**src/rtl/instr_fetch_queue.sv**
```systemverilog
// Prefetching instruction fetch queue: issues word fetches, buffers {pc, instr} pairs, flushes on redirect.
// Optional performance counters are enabled by defining IFQ_PERF_EN.
module instr_fetch_queue #(
  parameter int          DEPTH     = 4,
  parameter int          MAX_OUTST = 2,
  parameter logic [31:0] RESET_PC  = 32'h0000_0000
) (
  input  logic        clk,
  input  logic        reset,
  input  logic        redirect_valid,
  input  logic [31:0] redirect_pc,
  output logic        mem_req,
  output logic [31:0] mem_addr,
  input  logic        mem_gnt,
  input  logic        mem_rvalid,
  input  logic [31:0] mem_rdata,
  output logic        if_valid,
  input  logic        if_ready,
  output logic [31:0] if_pc,
`ifdef IFQ_PERF_EN
  output logic [31:0] if_instr,
  output logic [31:0] perf_delivered,
  output logic [31:0] perf_flushed
`else
  output logic [31:0] if_instr
`endif
);

  localparam int AW = (DEPTH > 1) ? $clog2(DEPTH) : 1;
  localparam int CW = $clog2(DEPTH + 1);
  localparam int OW = $clog2(MAX_OUTST + 1);
  localparam logic [31:0] NOP = 32'h0000_0013;

  logic [31:0]   r_pcMem    [DEPTH];
  logic [31:0]   r_instrMem [DEPTH];
  logic [AW-1:0] r_rdPtr;
  logic [AW-1:0] r_wrPtr;
  logic [CW-1:0] r_count;
  logic [OW-1:0] r_outst;
  logic [OW-1:0] r_discard;
  logic [31:0]   r_fetchPc;
  logic [31:0]   r_respPc;

  logic        w_credit;
  logic        w_hs;
  logic        w_rsp;
  logic        w_drop;
  logic        w_push;
  logic        w_pop;
  logic [31:0] w_target;

  // Outstanding requests reserve FIFO slots, so a response always finds room.
  assign w_credit = ((32'(r_count) + 32'(r_outst)) < 32'(DEPTH)) &&
                    (32'(r_outst) < 32'(MAX_OUTST));
  assign mem_req  = !reset && !redirect_valid && w_credit;
  assign mem_addr = r_fetchPc;
  assign w_hs     = mem_req && mem_gnt;
  assign w_rsp    = mem_rvalid && (r_outst != '0);
  assign w_drop   = w_rsp && (redirect_valid || (r_discard != '0));
  assign w_push   = w_rsp && !w_drop;
  assign w_pop    = (r_count != '0) && if_ready && !redirect_valid;
  assign w_target = {redirect_pc[31:2], 2'b00};

  assign if_valid = (r_count != '0);
  assign if_pc    = r_pcMem[r_rdPtr];
  assign if_instr = r_instrMem[r_rdPtr];

  always_ff @(posedge clk) begin
    if (reset) begin
      for (int i = 0; i < DEPTH; i++) begin
        r_pcMem[i]    <= '0;
        r_instrMem[i] <= NOP;
      end
      r_rdPtr   <= '0;
      r_wrPtr   <= '0;
      r_count   <= '0;
      r_outst   <= '0;
      r_discard <= '0;
      r_fetchPc <= RESET_PC;
      r_respPc  <= RESET_PC;
    end else begin
      r_outst <= r_outst + OW'(w_hs) - OW'(w_rsp);
      if (redirect_valid) begin
        // Every response still owed after this cycle belongs to the old path.
        r_discard <= r_outst - OW'(w_rsp);
        r_fetchPc <= w_target;
        r_respPc  <= w_target;
        r_count   <= '0;
        r_rdPtr   <= '0;
        r_wrPtr   <= '0;
      end else begin
        if (w_hs) r_fetchPc <= r_fetchPc + 32'd4;
        if (w_rsp && (r_discard != '0)) r_discard <= r_discard - OW'(1);
        if (w_push) begin
          r_pcMem[r_wrPtr]    <= r_respPc;
          r_instrMem[r_wrPtr] <= mem_rdata;
          r_wrPtr             <= r_wrPtr + AW'(1);
          r_respPc            <= r_respPc + 32'd4;
        end
        if (w_pop) r_rdPtr <= r_rdPtr + AW'(1);
        r_count <= r_count + CW'(w_push) - CW'(w_pop);
      end
    end
  end

  always_ff @(posedge clk) begin
    if (!reset) begin
      assert (!mem_rvalid || (r_outst != '0))
        else $error("instr_fetch_queue: mem_rvalid with no outstanding request");
    end
  end

`ifdef IFQ_PERF_EN
  logic [31:0] r_perfDelivered;
  logic [31:0] r_perfFlushed;
  logic [31:0] w_flushInc;
  logic [32:0] w_flushSum;

  assign w_flushInc = (redirect_valid ? 32'(r_count) : 32'd0) + 32'(w_drop);
  assign w_flushSum = {1'b0, r_perfFlushed} + {1'b0, w_flushInc};

  // Both counters stick at all-ones instead of wrapping.
  always_ff @(posedge clk) begin
    if (reset) begin
      r_perfDelivered <= '0;
      r_perfFlushed   <= '0;
    end else begin
      if (w_pop && (r_perfDelivered != 32'hFFFF_FFFF))
        r_perfDelivered <= r_perfDelivered + 32'd1;
      r_perfFlushed <= w_flushSum[32] ? 32'hFFFF_FFFF : w_flushSum[31:0];
    end
  end

  assign perf_delivered = r_perfDelivered;
  assign perf_flushed   = r_perfFlushed;
`endif

endmodule

```
**config.mk**
```make
export PLATFORM = sky130hd
export DESIGN_NAME = instr_fetch_queue
export DESIGN_NICKNAME = d
export VERILOG_FILES = /design/src/rtl/instr_fetch_queue.sv
export SDC_FILE = /design/constraint.sdc
export NUM_CORES = 1
export LEC_CHECK = 0
export BUFFER_PORTS_ARGS = -buffer_cell sky130_fd_sc_hd__buf_2
export CORE_MARGIN = 2
export CORE_UTILIZATION = 25
export CTS_CLUSTER_DIAMETER = 150
export DETAILED_ROUTE_END_ITERATION = 8
export PLACE_DENSITY_LB_ADDON = 0.2
export SLEW_MARGIN = 30
export SYNTH_ARGS = -nofsm -noshare
export SYNTH_HDL_FRONTEND = slang
export SYNTH_SLANG_ARGS = --single-unit
```
**constraint.sdc**
```tcl
create_clock -name clk -period 8 [get_ports clk]
set_input_delay 0.4 -clock clk [delete_from_list [all_inputs] [get_ports clk]]
set_output_delay 0.4 -clock clk [all_outputs]
set_load 0.02 [all_outputs]
```
==> run metrics, run 1 <==
Post-DRT Antenna Nets 0; total CTS buffers 39; # resized after CTS 0; post-route minimum period ~3.2 ns; reg2reg start r_discard[0]; Async S/R FF share, synth 0; first-pass GRT wire length around 62 mm; crit path launch type flip-flop; Crit Path Category flip-flop to flip-flop; initial antenna violation count 1; register area between 0.008 and 0.009 sq mm; logic gate share of total power 0.097; slew margin rel. 0.370; total power draw ~4.0 mW; Area Overhead vs Synth 19.5%; Yosys cell types 62; Fillers 5900; Post-Syn Area 0.0144 sq mm; final net count about 1400; reg2reg path depth 6; largest family of logic cells by synthesized area simple AND/OR/NAND/NOR gates; setup repair bufs after CTS 0; Final Hold Vio Count 0; CP endpoint kind flip-flop; Die Width 244 um; CTS Sinks roughly 320; H-tree depth 2; Synth Register Bits 321; adder-cell share of the synthesized area 0.00923; GRT Total Usage 0.139; final worst-path cycle share 0.395; final WL about 40 mm; Max-cap violations 0; Iter 0 DRT Violations around 580; Ports around 170; DR WL/cell roughly 20 um; pwr/cell area between 200 and 250 mW/mm^2; worst hold start redirect_pc[24]; Worst Max-Slew Pin Slew approximately 0.95 ns; final setup violation count 0; P_leak 6.45 nW; warnings from Yosys 0; via density per instance approximately 4.5; via count about 9500; compound-cell area share of the yosys netlist 0.0492; worst skew pair latency 0.56 ns; setup TNS 0 ns; mux contribution to synthesized area 0.0987; I/O Buffers roughly 160; Placer Congestion 0.766; Mean Syn Cell Area 12.4 sq um; Detailed Place HPWL roughly 25 mm; share of cells above drive strength 1 0.237; maximum clock frequency between 300 and 400 MHz; Clock power frac 0.414; DR pass1 iterations 5; # DRC 0; Worst R2R End r_pcMem[0][27]; Sequential Power Share 0.489; Root Driver clkbuf_16; core area 0.0566 sq mm; Starting Density 0.254; Critical Path Fanout Max 39; Post-Synth Simple-Gate Area 0.152; Vert. Die Dim 244 um; Post-synth EDFFs ~250; switching share of power 0.256; Rows slightly below 90; post-synthesis xor/xnor area fraction 0.0293; ys flop type edfxtp_1; Antenna Cells 0; Worst-path clk slew roughly 0.060 ns; CP required slightly above 8 ns; vias in the first global route ~10000; worst min path class input pin to flip-flop; Worst EP arrival 3.34 ns; RSZ-0062 raised after global routing no; placed cell count between 2000 and 2500; Worst R2R Setup Slack 4.84 ns; WHS slightly above 0.1 ns; status finished clean; Hold Path End mem_addr[24]; sequential share of the synthesized area 0.620; switching power 1.02 mW; Clock Path Buffers 3; largest net degree at the start of global routing 63; multi-input combinational cell area 0.00492 sq mm; Cells on Worst Hold Path 3; fin cells about 2100; cts hold-fix bufs 0; Internal 2.97 mW; Overflow after GRT 0; Final Skew 0.0327 ns; Post-Syn Instances between 1000 and 1500; CTS tree built; final slew viol count 0; DIE AREA 0.0594 sq mm; Peak VDD IR 0.114 mV
-- cell usage in the layout (no fill, tap or decap), types with 29 or more instances in the layout --
master / instances
and2_1: 44
edfxtp_1: 248
nand2_1: 119
xnor2_1: 29
clkbuf_16: 40
dfxtp_1: 71
nor2_1: 182
buf_2: 161
mux4_2: 62
inv_1: 74
-- state kept, by name (all words and copies together) (netlist names), named ones only --
signal,cells
r_instrMem,128
r_pcMem,120
mem_addr,30
r_respPc,30
r_count,3
r_discard,2
r_outst,2
r_rdPtr,2
r_wrPtr,2
-- metal layers --
metal,track usage,up-vias,wire (um)
met5,0,-,13
met4,0.0360,2,758
met3,0.0279,47,2100
met2,0.224,232,18900
met1,0.190,4716,19200
li1,-,4453,-
-- layout make-up --
| type | instances | area share |
|---|---|---|
| clock buffer | 63 | 0.0645 |
| sequential | 321 | 0.519 |
| clock inverter | 8 | 0.00306 |
| multi-input combinational | 691 | 0.287 |
| tap | 756 | 0.0551 |
| timing repair buffer | 176 | 0.0553 |
| inverter | 76 | 0.0166 |
-- logic make-up after synthesis --
logic type,after synthesis
flops,321
simple gates,460
fa+ha+maj,10
other cells,1
xor+xnor,48
compound gates,105
mux,64
buf+inv,150
-- worst max path at each step --
stage | startpoint | endpoint | slack (ns) | cells after the start
3_3_place_gp | reset | r_instrMem[0][27] | 4.04 | 6
5_1_grt | r_discard[0] | r_pcMem[0][21] | 4.63 | 6
4_1_cts | flip-flop | if_pc[29] | 4.50 | 3
3_5_place_dp | reset | r_instrMem[0][27] | 4.43 | 6
6_report | r_discard[0] | r_pcMem[0][27] | 4.84 | 6
2_1_floorplan | r_discard[0] | r_instrMem[0][0] | 1.86 | 7
-- power groups by stage --
stage	Clock, mW	Sequential, mW	Combinational (mW)
6_report	1.65	1.95	0.386
5_1_grt	1.77	1.96	0.422
4_1_cts	1.71	1.95	0.396
3_5_place_dp	0	1.98	0.395
3_3_place_gp	0	1.98	0.393
2_1_floorplan	0	1.98	0.239
-- cell usage after synthesis (8+ instances only) --
cell type,n,area [sq um]
a211oi_1,19,143
a21oi_1,16,80.1
a31oi_1,15,93.8
and2_1,44,275
and3_1,8,50.1
buf_2,10,50.1
clkbuf_1,54,203
dfxtp_1,73,1460
edfxtp_1,248,7450
ha_1,9,113
inv_1,75,282
mux4_2,62,1400
nand2_1,120,450
nand3_1,19,95.1
nand4_1,17,106
nor2_1,184,691
nor3_1,19,95.1
o21ai_0,17,85.1
or3_1,10,62.6
xnor2_1,29,254
xor2_1,19,166
-- metrics by stage --
| stage | area, sq um | setup WS (ns) | utilization |
|---|---|---|---|
| finish | 17200 | 4.84 | 0.303 |
| floorplan | 14400 | 1.86 | - |
| global placement | 16000 | 4.04 | 0.282 |
| global route | 17200 | 4.63 | 0.303 |
| CTS | 17200 | 4.50 | 0.303 |
| detailed placement | 16000 | 4.43 | 0.283 |
-- critical path: stages, from the launching register on --
cell and delay [ns]:
dfxtp_1 0.30, inv_1 0.08, ha_1 0.22, o211a_1 0.39
nand2_1 0.48, o21ai_4 0.63, buf_4 0.63
No activity file was read; power rests on OpenSTA's default activity.
==> run 2: changes to the inputs <==
Settings changed: ABC_AREA from default to 1.
Clock period 8 ns to 2.77 ns, I/O delays scaled along.
==> run metrics, run 2 <==
Detailed Place HPWL ~31 mm; top post-synthesis cells by count 427 x nor2_1, 254 x nand2_1, 248 x edfxtp_1, 175 x o21ai_0, 152 x inv_1; GRT Total Usage 0.153; CP Capture Point if_pc[23]; Worst Max-Slew Pin Slew slightly below 0.8 ns; most common cell in the netlist nor2_1; I/O Buffers 161; switching power approximately 3.2 mW; final net count between 1500 and 2000; crit-path max cell delay roughly 0.4 ns; Crit Path Category flip-flop to output pin; Sequential Power Share 0.460; Worst R2R Setup Slack 0.46 ns; Largest Register r_instrMem; Placer Congestion between 0.8 and 0.9; Vert. Die Dim ~250 um; via density per instance about 4.6; CP endpoint kind output pin; Root Driver clkbuf_16; status finished clean; slew margin rel. 0.485; total power draw around 12 mW; Overflow after GRT 0; maximum clock frequency approximately 430 MHz; Max-cap violations 0; Rows 90; Final Hold Vio Count 0; Mean Syn Cell Area between 8 and 9 sq um; Critical Path Fanout Max between 100 and 150; DR WL/cell 17.8 um; # DRC 0; placed cell count approximately 2600; slowest stage cell, crit path o22ai_1; top flop regs r_instrMem (128), r_pcMem (120); Iter 0 DRT Violations around 860; CTS tree built; DR pass1 iterations 5; H-tree depth 2; first-pass GRT wire length approximately 74 mm; logic gate share of total power 0.117; Ports roughly 170; CTS Sinks ~320; initial antenna violation count 2; reg2reg start r_outst[0]; Area Overhead vs Synth 23.3%; share of cells above drive strength 1 0.144; Post-DRT Antenna Nets 0; largest net degree at the start of global routing about 130; DIE AREA roughly 0.063 sq mm; Clock Path Buffers 3; Worst EP arrival roughly 2.2 ns; total CTS buffers 38; switching share of power 0.264; crit path launch type flip-flop; Yosys cell types 37; Post-Syn Area 0.0152 sq mm; routing usage on met2 0.252; ys flop type edfxtp_1; worst min path class input pin to flip-flop; Largest register FFs between 100 and 150; reg2reg path depth 12; post-synth top area cell edfxtp_1; Clock power frac 0.422; top-area cell type share of the netlist area 0.490; via count around 13000; Worst R2R End r_count[2]; final worst-path cycle share 0.838; Worst-path clk slew 0.06 ns; Die Width between 200 and 300 um; Post-synth EDFFs approximately 250; Starting Density 0.252; final slew viol count 0; crit-path cells buf_12 > o21ai_0 > o22ai_1 > buf_2; # resized after CTS 0; RSZ-0062 raised after global routing no; most frequent cells in the layout 427 x nor2_1, 251 x nand2_1, 248 x edfxtp_1; pwr/cell area about 650 mW/mm^2; P_leak 7.28 nW; Final Skew between 0.02 and 0.025 ns; Post-Syn Instances roughly 1700; vias in the first global route between 10000 and 15000; Async S/R FF share, synth 0; final WL between 40 and 50 mm; gr busiest metal met2; Internal between 8 and 9 mW; post-route minimum period between 2 and 2.5 ns; ranking of synthesized cells by area edfxtp_1 49%, nor2_1 11%, dfxtp_1 9.6%, nand2_1 6.3%, o21ai_0 5.8%; final setup violation count 0; CP required approximately 2.6 ns; sequential share of the synthesized area 0.586; commonest non-fill, non-tap cell in the layout nor2_1; M1 GR Usage 0.209; Synth Register Bits 321; fin cells between 2000 and 3000; core area 0.0602 sq mm; worst skew pair latency ~0.54 ns; warnings from Yosys 0; Peak VDD IR approximately 0.37 mV; GR Util met3 0.0264
==> run 2: worst max-delay path, delay by kind of cell, from the launching register on <==
kind | cells | cell delay (ns)
AO/OA/AOI/OAI | 2 | 0.58
buffers and inverters | 2 | 0.64
flip-flops | 1 | 0.37
==> run 2: worst min path at each step <==
stage | to | cells past startpoint | slack, ns | start
floorplan | r_respPc[19] | 2 | 0.28 | redirect_pc[19]
global placement | r_respPc[19] | 3 | 0.43 | redirect_pc[19]
detailed placement | r_respPc[19] | 3 | 0.43 | redirect_pc[19]
CTS | r_discard[1] | 3 | 0.005 | redirect_valid
global route | r_discard[1] | 3 | 0.03 | redirect_valid
finish | mem_addr[29] | 5 | 0.03 | redirect_pc[29]
==> run 2: layout make-up <==
cell class	count	area (sq um)
Multi-Input combinational cell	1156	5310
Clock buffer	47	1020
Clock inverter	22	251
Tap cell	782	978
Sequential cell	321	8910
Fill cell	6344	41500
Timing Repair Buffer	238	1660
Antenna cell	1	2.50
Inverter	162	611
==> run 2: what timing repair did <==
| action | CTS | global route |
|---|---|---|
| hold buffers | 49 | 0 |
| endpoints found under the hold margin | 115 | 0 |
| setup buffers | 0 | 0 |
==> run 2: cells by family (layout without fill, tap and decap cells) <==
| logic type | count (synthesis) | after routing | synth area share |
|---|---|---|---|
| adder cells (fa/ha/maj) | 10 | 10 | 0.00873 |
| other | 1 | 5 | 0.000247 |
| flip-flops | 321 | 321 | 0.586 |
| XOR/XNOR | 12 | 12 | 0.00692 |
| AO/OA/AOI/OAI | 312 | 312 | 0.111 |
| buffers and inverters | 255 | 469 | 0.0689 |
| AND/OR/NAND/NOR | 818 | 818 | 0.218 |
==> run 2: power groups by stage <==
stage / logic, mW / registers (mW) / clock network [mW]
4_1_cts: 1.46 / 5.60 / 5.28
3_3_place_gp: 1.39 / 5.70 / 0
2_1_floorplan: 0.829 / 5.70 / 0
3_5_place_dp: 1.40 / 5.70 / 0
5_1_grt: 1.59 / 5.63 / 5.48
6_report: 1.43 / 5.60 / 5.14
==> run 2: routing by layer <==
layer	vias up	wire length (um)
met3	49	2850
met4	0	858
met5	-	0
met2	356	22300
li1	6166	-
met1	5929	22400
==> run 2: through the flow <==
stage | hold slack, ns | setup TNS (ns) | worst slack (ns) | area (sq um) | util
after floorplan | 0.280 | -9.27 | -0.150 | 15200 | -
after global placement | 0.435 | 0 | 0.406 | 17000 | 0.282
after detailed placement | 0.434 | 0 | 0.432 | 17000 | 0.282
after CTS | 0.00480 | 0 | 0.367 | 18700 | 0.311
after global routing | 0.0312 | 0 | 0.210 | 18700 | 0.311
final | 0.0294 | 0 | 0.448 | 18700 | 0.311
